--- src/rtl/simple_uart_rx.sv ---
// 8N1 UART receiver with 16x oversampling derived from the system clock.
// Define SIMPLE_UART_RX_PARITY_EN for 8E1 framing with a parity_err output.
module simple_uart_rx #(
    parameter int unsigned CLK_HZ = 24000000,
    parameter int unsigned BAUD   = 115200,
    parameter int unsigned OSR    = 16
) (
    input  logic       clk,
    input  logic       rst,
    input  logic       line,
    output logic [7:0] data,
    output logic       valid,
    output logic       frame_err,
`ifdef SIMPLE_UART_RX_PARITY_EN
    output logic       parity_err,
`endif
    output logic       busy
);

    localparam int unsigned DIV = CLK_HZ / (BAUD * OSR);
    localparam int unsigned TW  = $clog2(DIV);
    localparam logic [TW-1:0] TICK_LAST = TW'(DIV - 1);
    localparam logic [3:0]    OS_MID    = 4'(OSR / 2 - 1);
    localparam logic [3:0]    OS_LAST   = 4'(OSR - 1);

    typedef enum logic [2:0] {StIdle, StStart, StData, StParity, StStop, StWaitHigh} state_e;

    state_e          state_q, state_d;
    logic            sync_q, rx_s;
    logic [TW-1:0]   tick_cnt_q, tick_cnt_d;
    logic [3:0]      os_q, os_d;
    logic [2:0]      bit_cnt_q, bit_cnt_d;
    logic [7:0]      shift_q, shift_d;
    logic [7:0]      data_q, data_d;
    logic            valid_q, valid_d;
    logic            frame_err_q, frame_err_d;
    logic            busy_q, busy_d;
    logic            tick;
    logic            par_bad;
`ifdef SIMPLE_UART_RX_PARITY_EN
    logic            parity_q, parity_d;
    logic            parity_err_q, parity_err_d;
`endif

    assign tick = (state_q != StIdle) && (tick_cnt_q == TICK_LAST);

    always_comb begin
        state_d     = state_q;
        os_d        = os_q;
        bit_cnt_d   = bit_cnt_q;
        shift_d     = shift_q;
        data_d      = data_q;
        valid_d     = 1'b0;
        frame_err_d = 1'b0;
        par_bad     = 1'b0;
`ifdef SIMPLE_UART_RX_PARITY_EN
        parity_d     = parity_q;
        parity_err_d = 1'b0;
        par_bad      = ^shift_q ^ parity_q;
`endif
        // Held at zero while idle so ticks line up with the start-bit edge.
        if (state_q == StIdle || tick) begin
            tick_cnt_d = '0;
        end else begin
            tick_cnt_d = tick_cnt_q + 1'b1;
        end
        if (tick) begin
            os_d = (os_q == OS_LAST) ? 4'd0 : os_q + 4'd1;
        end

        unique case (state_q)
            StIdle: begin
                if (!rx_s) state_d = StStart;
            end
            StStart: begin
                if (tick && os_q == OS_MID) begin
                    state_d   = rx_s ? StIdle : StData;
                    bit_cnt_d = 3'd0;
                end
            end
            StData: begin
                if (tick && os_q == OS_LAST) begin
                    shift_d   = {rx_s, shift_q[7:1]};
                    bit_cnt_d = bit_cnt_q + 3'd1;
`ifdef SIMPLE_UART_RX_PARITY_EN
                    if (bit_cnt_q == 3'd7) state_d = StParity;
`else
                    if (bit_cnt_q == 3'd7) state_d = StStop;
`endif
                end
            end
            StParity: begin
`ifdef SIMPLE_UART_RX_PARITY_EN
                if (tick && os_q == OS_LAST) begin
                    parity_d = rx_s;
                    state_d  = StStop;
                end
`else
                state_d = StIdle;
`endif
            end
            StStop: begin
                if (tick && os_q == OS_LAST) begin
`ifdef SIMPLE_UART_RX_PARITY_EN
                    parity_err_d = par_bad;
`endif
                    if (rx_s) begin
                        state_d = StIdle;
                        if (!par_bad) begin
                            valid_d = 1'b1;
                            data_d  = shift_q;
                        end
                    end else begin
                        frame_err_d = 1'b1;
                        state_d     = StWaitHigh;
                    end
                end
            end
            StWaitHigh: begin
                if (rx_s) state_d = StIdle;
            end
            default: state_d = StIdle;
        endcase

        if (state_d != state_q) os_d = 4'd0;
        busy_d = (state_d != StIdle);
    end

    always_ff @(posedge clk or posedge rst) begin
        if (rst) begin
            sync_q      <= 1'b1;
            rx_s        <= 1'b1;
            state_q     <= StIdle;
            tick_cnt_q  <= '0;
            os_q        <= 4'd0;
            bit_cnt_q   <= 3'd0;
            shift_q     <= 8'd0;
            data_q      <= 8'd0;
            valid_q     <= 1'b0;
            frame_err_q <= 1'b0;
            busy_q      <= 1'b0;
        end else begin
            sync_q      <= line;
            rx_s        <= sync_q;
            state_q     <= state_d;
            tick_cnt_q  <= tick_cnt_d;
            os_q        <= os_d;
            bit_cnt_q   <= bit_cnt_d;
            shift_q     <= shift_d;
            data_q      <= data_d;
            valid_q     <= valid_d;
            frame_err_q <= frame_err_d;
            busy_q      <= busy_d;
        end
    end

`ifdef SIMPLE_UART_RX_PARITY_EN
    always_ff @(posedge clk or posedge rst) begin
        if (rst) begin
            parity_q     <= 1'b0;
            parity_err_q <= 1'b0;
        end else begin
            parity_q     <= parity_d;
            parity_err_q <= parity_err_d;
        end
    end

    assign parity_err = parity_err_q;
`endif

    assign data      = data_q;
    assign valid     = valid_q;
    assign frame_err = frame_err_q;
    assign busy      = busy_q;

endmodule

--- config.mk ---
export PLATFORM = sky130hd
export DESIGN_NAME = simple_uart_rx
export DESIGN_NICKNAME = d
export VERILOG_FILES = /design/src/rtl/simple_uart_rx.sv
export SDC_FILE = /design/constraint.sdc
export NUM_CORES = 1
export LEC_CHECK = 0
export CAP_MARGIN = 20
export CORE_MARGIN = 4
export CORE_UTILIZATION = 50
export CTS_CLUSTER_SIZE = 40
export DETAILED_ROUTE_END_ITERATION = 6
export PLACE_DENSITY = 0.73
export RECOVER_POWER = 100
export REMOVE_ABC_BUFFERS = 1
export SYNTH_ARGS = -nofsm -noshare
export SYNTH_HDL_FRONTEND = slang
export SYNTH_SLANG_ARGS = --single-unit
--- constraint.sdc ---
create_clock -name clk -period 2.05 [get_ports clk]
set_input_delay 0.205 -clock clk [delete_from_list [all_inputs] [get_ports clk]]
set_output_delay 0.205 -clock clk [all_outputs]
set_load 0.01 [all_outputs]
== Word level (Yosys, flattened, before mapping) ==
Cells that the tools add are included.
Word-level totals
  register bits: 35
  input bits: 3
  output and inout bits: 11
Cells by class
  $add $sub $neg: 3
  equal/unequal tests: 11
  multiplexer cells: 22
  reductions and logical operators: 12
Operators by type and width (number)
  $mux W3: 9
  $mux W4: 4
  $pmux W3 S5: 1
  $eq A3 B3 Y1 const B: 3
  $add A4 B1 Y4 const B: 2
  $eq A4 B4 Y1 const B: 2
  $mux W1: 6
  $pmux W3 S2: 1
  $reduce_and A3 Y1: 2
  $reduce_bool A3 Y1: 2
  $eq A4 B3 Y1 const B: 1
  $ne A2 B2 Y1 const B: 2
  $reduce_bool A2 Y1: 2
  $add A3 B1 Y3 const B: 1
  $eq A3 B1 Y1 const B: 1
  $eq A3 B2 Y1 const B: 1
  $logic_and A1 B1 Y1: 3
  $logic_not A3 Y1: 1
  $ne A3 B3 Y1: 1
  $mux W2: 1
  $reduce_and A2 Y1: 1
  $logic_or A1 B1 Y1: 1

== Depth between registers and ports, before layout ==
Gate-level depths: netlist (run 1).
  depth in word-level cells: 7
  mapped depth: 7
  mapped depth without buffers: 7

== Worst setup path before layout (run 1) ==
Ideal clock, no wire load.
  path kind: reg2reg
  start point: register tick_cnt_q[0]
  end point: register bit_cnt_q[0]
  library setup time: 125 ps
  arrival time: 1789 ps
  slack: 136 ps
  cell stages (with the launch flop): 7
  cell sequence: dfrtp_1 inv_1 ha_1 nand3_4 or4b_4 o31a_1 mux2_4
On the way
  cells in the longest elaborated chain, start to end: 5
  elaborated cells on any way between the ends: 7
Ends and longest elaborated chain
  from (decl): line 30  | logic [TW-1:0] tick_cnt_q, tick_cnt_d;
  from (signal assigned): line 146  | tick_cnt_q <= tick_cnt_d;
  $eq A4 B4 Y1 (*): line 45  | assign tick = (state_q != StIdle) && (tick_cnt_q == TICK_LAST);
  $logic_and A1 B1 Y1 (*): line 45
  $logic_and A1 B1 Y1 (on tied branches): line 82, 76
  $ne A2 B2 Y1 (no line)
  $reduce_and A3 Y1 (no line) (*)
  to (signal assigned): line 148  | bit_cnt_q <= bit_cnt_d;
  to (decl): line 32  | logic [2:0] bit_cnt_q, bit_cnt_d;
Mark *: on every way between the ends. The rest lies on a longest branch, timed or not.
A chain may end at the register's enable or synchronous reset.

== Final worst setup path (run 1) ==
Ends and elaborated chain as after synthesis.

==> out/metrics.yaml, run 1 <==
outcome: "complete, no violations"
clkSlewWorstSetupHoldPaths_ps: 100
finalHoldViolCount: 0
grt-ovfl-total: 0
drc: 0
setup_viol: 0
fin_crit_ps: 1986
crit_type: "reg -> reg"
totalWireLength_um: 2784
slew_headroom: 0.4505
synth.avg_cell_area_sq_um: 12.12
critPathArrivalTime_ps: 2220
post_drt_wl_per_cell_um: 14.06
io_pins: 14
ant_nets: 0
tns_ps: 0
start_util: 0.5236
leakage_nw: 0.9540
drive_gt1_frac: 0.2727
core_area_sq_um: 3078
antenna_found_initial: 0
root_buffer: "clkbuf_4"
cts_tree: "yes"
syn_area_sq_um: 1612
ctsHoldBuffers: 0
cp-end-kind: "register"
dpl.hpwl_um: 2017
syn_to_final_growth_pct: 19.18
worstMarginPinSlew_ps: 824.3
hp-start: "sync_q"
crit_fanout: 9
num_antenna_cells: 0
fp.dieH_um: 64.77
ys_seq_elements: 35
drt_pass1_iterations: 4
peakVddDrop_uv: 715.1
ys.flop_type: "dfrtp_1"
die_area_sq_um: 4195
die_w_um: 64.77
max_cap_viol_count: 0
num_rows: 20
hold_path.class: "reg -> reg"
grt_setup_unrepaired: "yes"
hold_ws_ps: 361.5
slew_violations: 0
gp_congestion: 0.8843
ctsLongestPathBuffers: 2
worst-path-buf-inv: 1
cpPeakStageDelay_ps: 530
synthCells: 133
ys_seq_area_frac: 0.5450
grt_pass1_wl_um: 5106
synth_cell_type_count: 43
fmax_ghz: 0.5036
finalClockSkew_ps: 10.73
first_global_vias: 1095
r2r-start: "tick_cnt_q[0]"
htreeDepth: 2
drt_iter0_markers: 35
grt_max_degree: 36
cts_sinks: 35
rrSetupSlack_ps: 60
cts_buffers: 5
dr_total_vias: 1039
fin_crit_sh: 0.9687
viasPerCell: 5.247
yosysWarnings: 0
clkLatencyLatePin_ps: 340
path_cells: "inv_1, ha_2, nand3_4, or4b_4, o31a_1, mux2_4"
cp_slowest_cell: "or4b_4"
io_buffers: 13
nets: 161
grt_usage: 0.1615
cp-startpoint: "tick_cnt_q[0]"
critPathLaunchType: "register"
async_flop_share: 1.000
cp_top_family: "simple AND/OR/NAND/NOR gates"
powerDensity_nw_per_um2: 683.9
synth_edf_count: 0
cp.required_ps: 2280
registers in the layout (all words and copies together), names as in the netlist:
signal      count
bit_cnt_q       3
busy            1
data            8
frame_err       1
os_q            4
rx_s            1
shift_q         8
state_q         3
sync_q          1
tick_cnt_q      4
valid           1
worst paths after layout:
kind                                 to  depth (start not counted)
max                        bit_cnt_q[0]                          6
min                                rx_s                          0
max reg2reg                bit_cnt_q[0]                          6
min reg2reg                        rx_s                          0
max in group asynchronous    state_q[1]                          3
min in group asynchronous       data[0]                          3
report_power, final:
part,switching (mW),total [mW],leakage (nW),internal (mW)
Combinational,0.0138,0.0180,0.449,0.00421
Clock,0.218,0.598,0.0525,0.381
Sequential,0.00369,0.697,0.452,0.694
layout by cell type (no fill, tap or decap), types with 2 or more instances in the layout:
cell	synthesis	routed
dfstp_2	2	2
a22o_2	2	2
dlygate4sd3_1	0	13
bufinv_16	0	2
a21oi_1	3	3
nor2_1	5	5
nand2_1	11	11
clkbuf_4	0	5
xnor2_1	2	2
o21ai_0	6	6
clkbuf_1	1	2
nand3_1	3	3
ha_1	5	3
inv_1	10	10
ha_2	0	2
a21o_1	2	2
nand4b_1	2	2
buf_4	1	2
mux2_2	17	17
dfrtp_1	33	33
final cells by class:
cell class	count	area, sq um
Clock buffer	6	41.29
Timing Repair Buffer	17	153.9
Sequential cell	35	878.3
Clock inverter	2	60.06
Inverter	10	37.54
Multi-Input combinational cell	84	694.4
Fill cell	255	1157
Tap cell	44	55.05
cells in the mapped netlist, types with 3 or more instances:
cell type / instances / area (sq um)
a21oi_1: 3 / 15.01
nand2_1: 11 / 41.29
ha_1: 5 / 62.56
nand3_1: 3 / 15.01
inv_1: 10 / 37.54
dfrtp_1: 33 / 825.8
mux2_2: 17 / 191.4
nor2_1: 5 / 18.77
o21ai_0: 6 / 30.03
layer usage:
metal | wire [um] | GRT usage | up-vias
li1 | - | - | 509
met1 | 1239 | 0.2083 | 513
met2 | 1396 | 0.2529 | 12
met3 | 92 | 0.03813 | 5
met4 | 55 | 0.08179 | 0
met5 | 0 | 0 | -
cell families after synthesis:
group	Yosys count	synth area share
DFF	35	0.5450
adders and majority gates	5	0.03882
AOI/OAI and AO/OA	21	0.09007
and+or+nand+nor	37	0.1452
buffers and inverters	14	0.03649
xor gates and xnor gates	3	0.01631
muxes	18	0.1281
per-stage QoR:
step	setup slack (ps)	std cells	utilization	total power, mW	area (sq um)
final	64.25	198	0.6240	1.314	1921
after global routing	-23.88	198	0.6240	1.371	1921
after CTS	22.47	198	0.6195	1.332	1907
after detailed placement	24.00	190	0.5866	0.7309	1805
after global placement	93.00	190	0.5866	0.7297	1805
after floorplan	136.0	129	-	0.7208	1590
timing repair:
action / 4_1_cts / 5_1_grt
gates resized for setup: 0 / 4
setup buffers: 0 / 0
endpoints found under the setup margin: 0 / 15
Power figures use the tool's default switching activity.
==> inputs of run 2 (changes only) <==
Settings changed: CORE_UTILIZATION 50 to 55, MAX_ROUTING_LAYER from default to met4, PLACE_DENSITY 0.73 to 0.76.
Clock period 2.05 ns to 2.2 ns, I/O delays scaled along.
==> run 2 against run 1 <==
Worst setup slack better by 60 ps. First-iteration DRC count is 5.7% lower. Cell count is 7.6% lower. Global-route usage is 1.0 points lower. Sequential share of layout area is 1.9 points higher. Maximum frequency is 4.4% lower. Hold slack better by 2.2 ps. Combinational power is 7% lower. Critical path type unchanged.
==> out/metrics.yaml, run 2 (synthesized netlist as in run 1, its figures left out) <==
outcome: "complete, no violations"
drt_pass1_iterations: 4
cp-startpoint: "tick_cnt_q[0]"
cts_tree: "yes"
drc: 0
crit_fanout: 9
die_area_sq_um: 3860
setup_slack_ps: 123.8
fin_crit_sh: 0.9437
dp.cells: 175
worstMarginPinSlew_ps: 833.0
nets: 159
start_util: 0.5794
core_area_sq_um: 2781
power.total_mw: 1.117
totalWireLength_um: 2564
clkLatencyLatePin_ps: 330
grt_max_degree: 36
slew_headroom: 0.4447
finalClockSkew_ps: 4.627
rr_worst_depth: 6
htreeDepth: 2
drt_iter0_markers: 33
grt_setup_unrepaired: "no"
cp.required_ps: 2430
ctsHoldBuffers: 0
post_drt_wl_per_cell_um: 14.01
crit_path_end: "bit_cnt_q[0]"
cp-end-kind: "register"
setup_viol: 0
drive_gt1_frac: 0.2434
powerDensity_nw_per_um2: 605.7
fin_cells: 183
peakVddDrop_uv: 657.2
critPathLaunchType: "register"
ctsLongestPathBuffers: 2
grt-ovfl-total: 0
dpl.hpwl_um: 1847
hold_ws_ps: 363.8
num_antenna_cells: 0
grt_usage: 0.1512
viasPerCell: 5.781
cts_buffers: 5
io_pins: 14
dp_slack_ps: 191.8
r2r-start: "tick_cnt_q[0]"
ant_nets: 0
die_w_um: 62.13
grt_pass1_wl_um: 4595
first_global_vias: 1024
syn_to_final_growth_pct: 14.44
r2r-end: "bit_cnt_q[0]"
rrSetupSlack_ps: 120
mostFrequentLayoutCells: "dfrtp_1, mux2_2, dlygate4sd3_1"
hold_path.class: "reg -> reg"
tns_ps: 0
gp_congestion: 0.8848
dr_total_vias: 1058
post-cts-setup-buffers: 0
fmax_ghz: 0.4816
fin_crit_ps: 2076
post_dp_cell_area_sq_um: 1774
post-route-util: 0.6631
antenna_found_initial: 0
design_area_sq_um: 1844
slew_violations: 0
num_rows: 19
crit_type: "reg -> reg"
cts_resized: 0
max_cap_viol_count: 0
finalHoldViolCount: 0
root_buffer: "clkbuf_4"
leakage_nw: 0.9314
cts_sinks: 35
critPathArrivalTime_ps: 2310
io_buffers: 13
fp.dieH_um: 62.13
clkSlewWorstSetupHoldPaths_ps: 110
final_common_cell: "dfrtp_1"
[run 2: worst min path at each step]
stage                  end   start  cells past startpoint  slack, ps
floorplan           sync_q    line                      0        220
global placement      rx_s  sync_q                      0        350
detailed placement    rx_s  sync_q                      0        350
CTS                 sync_q    line                      1        260
global route          rx_s  sync_q                      0        380
finish                rx_s  sync_q                      0        360
[run 2: critical path, stage by stage, from the launching register on]
cell and delay, ps:
dfrtp_1 420, inv_1 70, ha_1 190, nand3_4 130, or4b_1 590, o31a_1 310
mux2_4 260
[run 2: power breakdown]
group | switching [mW] | total, mW | internal (mW)
logic | 0.0128 | 0.0167 | 0.00388
registers | 0.00285 | 0.649 | 0.646
clock network | 0.211 | 0.451 | 0.240
[run 2: cell type report]
| class | count | area, sq um |
|---|---|---|
| sequential | 35 | 878.3 |
| inverter | 10 | 37.54 |
| multi-input combinational | 84 | 670.6 |
| timing repair buffer | 15 | 140.1 |
| tap | 31 | 38.79 |
| clock buffer | 6 | 41.29 |
| fill | 214 | 937.1 |
| clock inverter | 2 | 37.54 |
[run 2: per-layer routing]
metal	routed length [um]	track usage
met3	113	0.04865
met1	1133	0.1859
met4	29	0.05962
met2	1288	0.2306
met5	0	-
